`src/rtl/onchip_memory_port_arbiter_if.sv`:
```
// Two-requester memory bus plus the shared single-port RAM port.
// ONCHIP_ARB_LOCK_EN adds the m0_lock/m1_lock requester inputs.
interface onchip_memory_port_arbiter_if #(
    parameter int ADDR_W = 14,
    parameter int DATA_W = 32
);
    logic [ADDR_W-1:0]   m0_address;
    logic [ADDR_W-1:0]   m1_address;
    logic [DATA_W/8-1:0] m0_byteenable;
    logic [DATA_W/8-1:0] m1_byteenable;
    logic                m0_read;
    logic                m1_read;
    logic                m0_write;
    logic                m1_write;
    logic [DATA_W-1:0]   m0_writedata;
    logic [DATA_W-1:0]   m1_writedata;
    logic                m0_waitrequest;
    logic                m1_waitrequest;
    logic [DATA_W-1:0]   m0_readdata;
    logic [DATA_W-1:0]   m1_readdata;
    logic                m0_readdatavalid;
    logic                m1_readdatavalid;
    logic [ADDR_W-1:0]   ram_address;
    logic [DATA_W/8-1:0] ram_byteenable;
    logic [DATA_W-1:0]   ram_writedata;
    logic                ram_chipselect;
    logic                ram_write;
    logic                ram_clken;
    logic [DATA_W-1:0]   ram_readdata;
`ifdef ONCHIP_ARB_LOCK_EN
    logic                m0_lock;
    logic                m1_lock;
`endif

    modport master (
`ifdef ONCHIP_ARB_LOCK_EN
        output m0_lock, m1_lock,
`endif
        output m0_address, m1_address, m0_byteenable, m1_byteenable,
        output m0_read, m1_read, m0_write, m1_write,
        output m0_writedata, m1_writedata, ram_readdata,
        input  m0_waitrequest, m1_waitrequest,
        input  m0_readdata, m1_readdata,
        input  m0_readdatavalid, m1_readdatavalid,
        input  ram_address, ram_byteenable, ram_writedata,
        input  ram_chipselect, ram_write, ram_clken
    );

    modport slave (
`ifdef ONCHIP_ARB_LOCK_EN
        input  m0_lock, m1_lock,
`endif
        input  m0_address, m1_address, m0_byteenable, m1_byteenable,
        input  m0_read, m1_read, m0_write, m1_write,
        input  m0_writedata, m1_writedata, ram_readdata,
        output m0_waitrequest, m1_waitrequest,
        output m0_readdata, m1_readdata,
        output m0_readdatavalid, m1_readdatavalid,
        output ram_address, ram_byteenable, ram_writedata,
        output ram_chipselect, ram_write, ram_clken
    );
endinterface

```
`src/rtl/onchip_memory_port_arbiter.sv`:
```
// Round-robin arbiter sharing one on-chip RAM port between two requesters.
// Define ONCHIP_ARB_LOCK_EN to enable exclusive locked ownership.
module onchip_memory_port_arbiter #(
    parameter int ADDR_W = 14,
    parameter int DATA_W = 32
) (
    input  logic                         clk,
    input  logic                         reset,
    input  logic                         reset_req,
    onchip_memory_port_arbiter_if.slave  bus
);
    localparam int BE_W = DATA_W / 8;

`ifdef ONCHIP_ARB_LOCK_EN
    typedef enum logic [1:0] {
        LAST0 = 2'd0, LAST1 = 2'd1, LOCK0 = 2'd2, LOCK1 = 2'd3
    } state_t;
`else
    typedef enum logic {LAST0 = 1'b0, LAST1 = 1'b1} state_t;
`endif

    state_t            r_state;
    state_t            w_next;
    logic              r_rdv0;
    logic              r_rdv1;
    logic [ADDR_W-1:0] r_addr;
    logic              w_req0;
    logic              w_req1;
    logic              w_gnt0;
    logic              w_gnt1;
    logic              w_acc;
    logic              w_block;
    logic              w_prev0;
    logic              w_hold0;
    logic              w_hold1;

    assign w_req0  = bus.m0_read | bus.m0_write;
    assign w_req1  = bus.m1_read | bus.m1_write;
    assign w_block = reset | reset_req;
    assign w_acc   = w_gnt0 | w_gnt1;

`ifdef ONCHIP_ARB_LOCK_EN
    // Owner keeps the port while it asserts lock or is still issuing.
    assign w_hold0 = (r_state == LOCK0) & (bus.m0_lock | w_req0);
    assign w_hold1 = (r_state == LOCK1) & (bus.m1_lock | w_req1);
    assign w_prev0 = (r_state == LAST0) | (r_state == LOCK0);
`else
    assign w_hold0 = 1'b0;
    assign w_hold1 = 1'b0;
    assign w_prev0 = (r_state == LAST0);
`endif

    always_ff @(posedge clk) begin
        if (reset) begin
            r_state <= LAST1;
        end else begin
            r_state <= w_next;
        end
    end

    always_comb begin
        w_next = r_state;
`ifdef ONCHIP_ARB_LOCK_EN
        if (w_gnt0) begin
            w_next = bus.m0_lock ? LOCK0 : LAST0;
        end else if (w_gnt1) begin
            w_next = bus.m1_lock ? LOCK1 : LAST1;
        end else if (!w_block && r_state == LOCK0 && !w_hold0) begin
            w_next = LAST0;
        end else if (!w_block && r_state == LOCK1 && !w_hold1) begin
            w_next = LAST1;
        end
`else
        if (w_gnt0) begin
            w_next = LAST0;
        end else if (w_gnt1) begin
            w_next = LAST1;
        end
`endif
    end

    always_comb begin
        w_gnt0 = 1'b0;
        w_gnt1 = 1'b0;
        if (!w_block) begin
            if (w_hold0) begin
                w_gnt0 = w_req0;
            end else if (w_hold1) begin
                w_gnt1 = w_req1;
            end else if (w_req0 & w_req1) begin
                w_gnt0 = !w_prev0;
                w_gnt1 = w_prev0;
            end else begin
                w_gnt0 = w_req0;
                w_gnt1 = w_req1;
            end
        end
    end

    always_ff @(posedge clk) begin
        if (reset) begin
            r_rdv0 <= 1'b0;
            r_rdv1 <= 1'b0;
            r_addr <= '0;
        end else begin
            r_rdv0 <= w_gnt0 & bus.m0_read;
            r_rdv1 <= w_gnt1 & bus.m1_read;
            if (w_acc) begin
                r_addr <= bus.ram_address;
            end
        end
    end

    assign bus.m0_waitrequest = reset | (w_req0 & ~w_gnt0);
    assign bus.m1_waitrequest = reset | (w_req1 & ~w_gnt1);

    assign bus.ram_chipselect = w_acc;
    assign bus.ram_write      = (w_gnt0 & bus.m0_write)
                              | (w_gnt1 & bus.m1_write);
    assign bus.ram_clken      = ~reset_req;

    // Idle cycles keep the last address so the RAM output stays stable.
    assign bus.ram_address    = w_gnt0 ? bus.m0_address
                              : w_gnt1 ? bus.m1_address
                              : r_addr;
    assign bus.ram_writedata  = w_gnt1 ? bus.m1_writedata
                              : bus.m0_writedata;
    assign bus.ram_byteenable = !bus.ram_write ? {BE_W{1'b1}}
                              : w_gnt1 ? bus.m1_byteenable
                              : bus.m0_byteenable;

    assign bus.m0_readdata      = bus.ram_readdata;
    assign bus.m1_readdata      = bus.ram_readdata;
    assign bus.m0_readdatavalid = r_rdv0 & ~reset;
    assign bus.m1_readdatavalid = r_rdv1 & ~reset;
endmodule

```
`src/flat_wrapper.sv`:
```
// flat-port wrapper written by rule: the top's interface ports become plain ports
module onchip_memory_port_arbiter_flat 
#(
    parameter int ADDR_W = 14,
    parameter int DATA_W = 32
)
  (clk, reset, reset_req, bus_m0_address, bus_m1_address, bus_m0_byteenable, bus_m1_byteenable, bus_m0_read, bus_m1_read, bus_m0_write, bus_m1_write, bus_m0_writedata, bus_m1_writedata, bus_ram_readdata, bus_m0_waitrequest, bus_m1_waitrequest, bus_m0_readdata, bus_m1_readdata, bus_m0_readdatavalid, bus_m1_readdatavalid, bus_ram_address, bus_ram_byteenable, bus_ram_writedata, bus_ram_chipselect, bus_ram_write, bus_ram_clken);
  onchip_memory_port_arbiter_if #(.ADDR_W(ADDR_W), .DATA_W(DATA_W)) bus_i ();
  input  logic clk;
  input  logic reset;
  input  logic reset_req;
  input wire logic [$bits(bus_i.m0_address)-1:0] bus_m0_address;
  input wire logic [$bits(bus_i.m1_address)-1:0] bus_m1_address;
  input wire logic [$bits(bus_i.m0_byteenable)-1:0] bus_m0_byteenable;
  input wire logic [$bits(bus_i.m1_byteenable)-1:0] bus_m1_byteenable;
  input wire logic [$bits(bus_i.m0_read)-1:0] bus_m0_read;
  input wire logic [$bits(bus_i.m1_read)-1:0] bus_m1_read;
  input wire logic [$bits(bus_i.m0_write)-1:0] bus_m0_write;
  input wire logic [$bits(bus_i.m1_write)-1:0] bus_m1_write;
  input wire logic [$bits(bus_i.m0_writedata)-1:0] bus_m0_writedata;
  input wire logic [$bits(bus_i.m1_writedata)-1:0] bus_m1_writedata;
  input wire logic [$bits(bus_i.ram_readdata)-1:0] bus_ram_readdata;
  output wire logic [$bits(bus_i.m0_waitrequest)-1:0] bus_m0_waitrequest;
  output wire logic [$bits(bus_i.m1_waitrequest)-1:0] bus_m1_waitrequest;
  output wire logic [$bits(bus_i.m0_readdata)-1:0] bus_m0_readdata;
  output wire logic [$bits(bus_i.m1_readdata)-1:0] bus_m1_readdata;
  output wire logic [$bits(bus_i.m0_readdatavalid)-1:0] bus_m0_readdatavalid;
  output wire logic [$bits(bus_i.m1_readdatavalid)-1:0] bus_m1_readdatavalid;
  output wire logic [$bits(bus_i.ram_address)-1:0] bus_ram_address;
  output wire logic [$bits(bus_i.ram_byteenable)-1:0] bus_ram_byteenable;
  output wire logic [$bits(bus_i.ram_writedata)-1:0] bus_ram_writedata;
  output wire logic [$bits(bus_i.ram_chipselect)-1:0] bus_ram_chipselect;
  output wire logic [$bits(bus_i.ram_write)-1:0] bus_ram_write;
  output wire logic [$bits(bus_i.ram_clken)-1:0] bus_ram_clken;
  assign bus_i.m0_address = bus_m0_address;
  assign bus_i.m1_address = bus_m1_address;
  assign bus_i.m0_byteenable = bus_m0_byteenable;
  assign bus_i.m1_byteenable = bus_m1_byteenable;
  assign bus_i.m0_read = bus_m0_read;
  assign bus_i.m1_read = bus_m1_read;
  assign bus_i.m0_write = bus_m0_write;
  assign bus_i.m1_write = bus_m1_write;
  assign bus_i.m0_writedata = bus_m0_writedata;
  assign bus_i.m1_writedata = bus_m1_writedata;
  assign bus_i.ram_readdata = bus_ram_readdata;
  assign bus_m0_waitrequest = bus_i.m0_waitrequest;
  assign bus_m1_waitrequest = bus_i.m1_waitrequest;
  assign bus_m0_readdata = bus_i.m0_readdata;
  assign bus_m1_readdata = bus_i.m1_readdata;
  assign bus_m0_readdatavalid = bus_i.m0_readdatavalid;
  assign bus_m1_readdatavalid = bus_i.m1_readdatavalid;
  assign bus_ram_address = bus_i.ram_address;
  assign bus_ram_byteenable = bus_i.ram_byteenable;
  assign bus_ram_writedata = bus_i.ram_writedata;
  assign bus_ram_chipselect = bus_i.ram_chipselect;
  assign bus_ram_write = bus_i.ram_write;
  assign bus_ram_clken = bus_i.ram_clken;
  onchip_memory_port_arbiter #(.ADDR_W(ADDR_W), .DATA_W(DATA_W)) u_core (.clk(clk), .reset(reset), .reset_req(reset_req), .bus(bus_i));
endmodule
```
`config.mk`:
```
export PLATFORM = sky130hd
export DESIGN_NAME = onchip_memory_port_arbiter_flat
export DESIGN_NICKNAME = d
export VERILOG_FILES = /design/src/rtl/onchip_memory_port_arbiter_if.sv /design/src/rtl/onchip_memory_port_arbiter.sv /design/src/flat_wrapper.sv
export SDC_FILE = /design/constraint.sdc
export NUM_CORES = 1
export LEC_CHECK = 0
export ABC_AREA = 0
export CAP_MARGIN = 20
export CORE_AREA = 2 2 102 104
export DETAILED_ROUTE_END_ITERATION = 10
export DIE_AREA = 0 0 104 106
export DONT_BUFFER_PORTS = 1
export PLACE_DENSITY = 0.31
export SYNTH_ARGS = -nofsm -noshare
export SYNTH_HDL_FRONTEND = slang
export SYNTH_SLANG_ARGS = --single-unit
export TNS_END_PERCENT = 20
```
`constraint.sdc`:
```
create_clock -name clk -period 1.5 [get_ports clk]
set_clock_uncertainty 0.05 [all_clocks]
set_input_delay 0.225 -clock clk [delete_from_list [all_inputs] [get_ports clk]]
set_output_delay 0.225 -clock clk [all_outputs]
set_load 0.02 [all_outputs]
```
==> flow_metrics.tcl <==
set metrics [dict create \
    post_drt_via_cell_ratio 4.54 \
    path_class "reg2out" \
    antenna_found_initial 0 \
    relSlewSlack_pct 68.5 \
    die_width_microns 104 \
    synth_async_sr_flop_share_pct 0 \
    drtPass1Iterations 4 \
    final-seq-area_sq_um 344 \
    worst_pin_slew_ps 470 \
    syn_area_sq_um 2090 \
    hold_slack_ps 29.2 \
    yosysSeqAreaShare_pct 16.3 \
    antenna_cells 0 \
    drtAntennaViolNets 0 \
    drv_slew 0 \
    die_area_sq_um 11000 \
    ys.flop_type "dfxtp_1" \
    cts.reportedPaths.clkPinSlew_ps 70 \
    fp.dieH_microns 106 \
    clk_path_buf_depth 2 \
    place_hpwl_mm 4.63 \
    hold_viol 0 \
    ys_top_cells_by_count "buf_4, mux2_4, inv_1, o221ai_1, dfxtp_1" \
    period_share_pct 114 \
    reg2reg_from "u_core.r_state" \
    clock-sinks 17 \
    grtUsageTotal_pct 9.68 \
    io_pins 260 \
    gr-total-overflow 0 \
    design.core.area_sq_um 10000 \
    multi_input_area_sq_um 1220 \
    p_leak_nw 0.964 \
    finalInstanceArea_sq_um 2240 \
    drive_gt1_share_pct 51.0 \
    syn_inst 236 \
    maxCapViolations 0 \
    synth_area_leader_cell "buf_4" \
    utilization_pct 22.4 \
    synth_edf_count 0 \
    path_max_fanout 25 \
    wl_mm 5.92 \
    synth_top_area_share_pct 23.0 \
    wl_per_cell_microns 17.6 \
    insertion_delay_ps 250 \
    cp-end-kind "output pin" \
    finalCriticalPeriod_ps 1710 \
    initial_core_util_pct 20.9 \
    status "finished, violations left" \
    grt_start_max_net_pins 26 \
    synth_nets 375 \
    vdd_drop_max_uv 155 \
    fin_ws_ps -208 \
    synth_most_common_cell "buf_4" \
    setup_viol 51 \
    hp-start "reset" \
    max_freq_ghz 0.585 \
    cp.required_ps 1220 \
    clockRootBuffer "clkbuf_8" \
    crit_start "u_core.r_state" \
    grt_pass1_wl_mm 8.40 \
    dr_total_vias 1527 \
    numPortBuffers 0 \
    synth.distinct_cells 30 \
    drtIter0Drc 34 \
    fillers 1136 \
    worst_setup_path_start_kind "flop" \
    synth_seq_cells 17 \
    placed_cell_area_sq_um 2020 \
    grt_pass1_vias 1496 \
    p_per_area_nw_per_um2 676 \
    drcViolationCount 0 \
    cp.arrival_ps 1430 \
    synth.area.top_cells "buf_4, mux2_4, dfxtp_1" \
    synth.avg_cell_area_sq_um 8.86 \
    fin_tns_setup_ps -8760 \
    area_growth_pct 7.24 \
    rows 37 \
    fin_nets 340 \
    yosysWarningCount 0 \
    gp_congestion 0.663 \
    violations "negative setup slack" \
    min_path_type "in2reg" \
    cts_inserted_buffers 3 \
    cts_tree "built" \
    htree_levels 1 \
    rsz0062_at_grt "true" \
]
## timing repair
item	in CTS	in global routing
endpoints found under the setup margin	53	53
pin swaps	1	5
endpoints found under the hold margin	0	0
gates resized for setup	12	21
setup buffers	0	3
hold buffers	0	0
## final cells by class
type                            instances  share of cell area (%)
Clock buffer                            4                    2.01
Multi-Input combinational cell        112                    54.3
Timing Repair Buffer                   38                    15.9
Tap cell                              136                    7.59
Sequential cell                        17                    15.3
Inverter                               29                    4.85
## cell families after synthesis
group | share of synthesized area (%)
muxes | 23.0
AOI/OAI and AO/OA | 17.5
buffers and inverters | 32.6
DFF | 16.3
and+or+nand+nor | 10.7
## layer usage
metal	track usage [%]	share of wire, %
met2	15.6	49
met5	0	0
met1	12.0	40
met3	2.94	8.7
met4	4.15	1.9
## placed cells by master, fill, tap and decap left out, types with 3 or more instances in the layout
master	n
nand4_1	14
and3_1	3
a31oi_1	4
buf_12	5
clkbuf_8	3
buf_6	3
mux2_4	32
inv_1	29
nor4_2	3
o21ai_1	4
dfxtp_1	16
o221ai_2	12
o221ai_1	16
buf_4	29
## per-stage QoR
step	power, mW	worst slack [ps]	std cells
floorplan	1.20	-42.7	236
global placement	1.13	-5.42	329
detailed placement	1.13	-3.44	329
CTS	1.53	-240	333
global route	1.62	-278	336
finish	1.51	-208	336
## worst max-delay path, stage by stage (launching register included)
cell	delay, ps
dfxtp_4	380
o21ai_4	70
nand3_4	130
buf_12	220
mux2_4	370
## sequential cells by signal, summed over array words and instances (netlist names)
register	flops
u_core.r_addr	14
u_core.r_rdv0	1
u_core.r_rdv1	1
u_core.r_state	1
## path summary, 6_finish.rpt
path | cells after the start | endpoint | slack, ps
worst max-delay path | 4 | bus_ram_writedata[19] | -210
worst min-delay path | 1 | u_core.r_state | 30
worst max register to register | 5 | u_core.r_addr[8] | 280
worst min register to register | 2 | u_core.r_addr[5] | 460
## power by group
part | internal, mW | total, mW | leakage (nW) | switching [mW]
clock | 0.188 | 0.354 | 0.0228 | 0.165
combinational | 0.293 | 0.666 | 0.801 | 0.373
sequential | 0.485 | 0.495 | 0.140 | 0.00978
(Power assumes the default switching activity.)
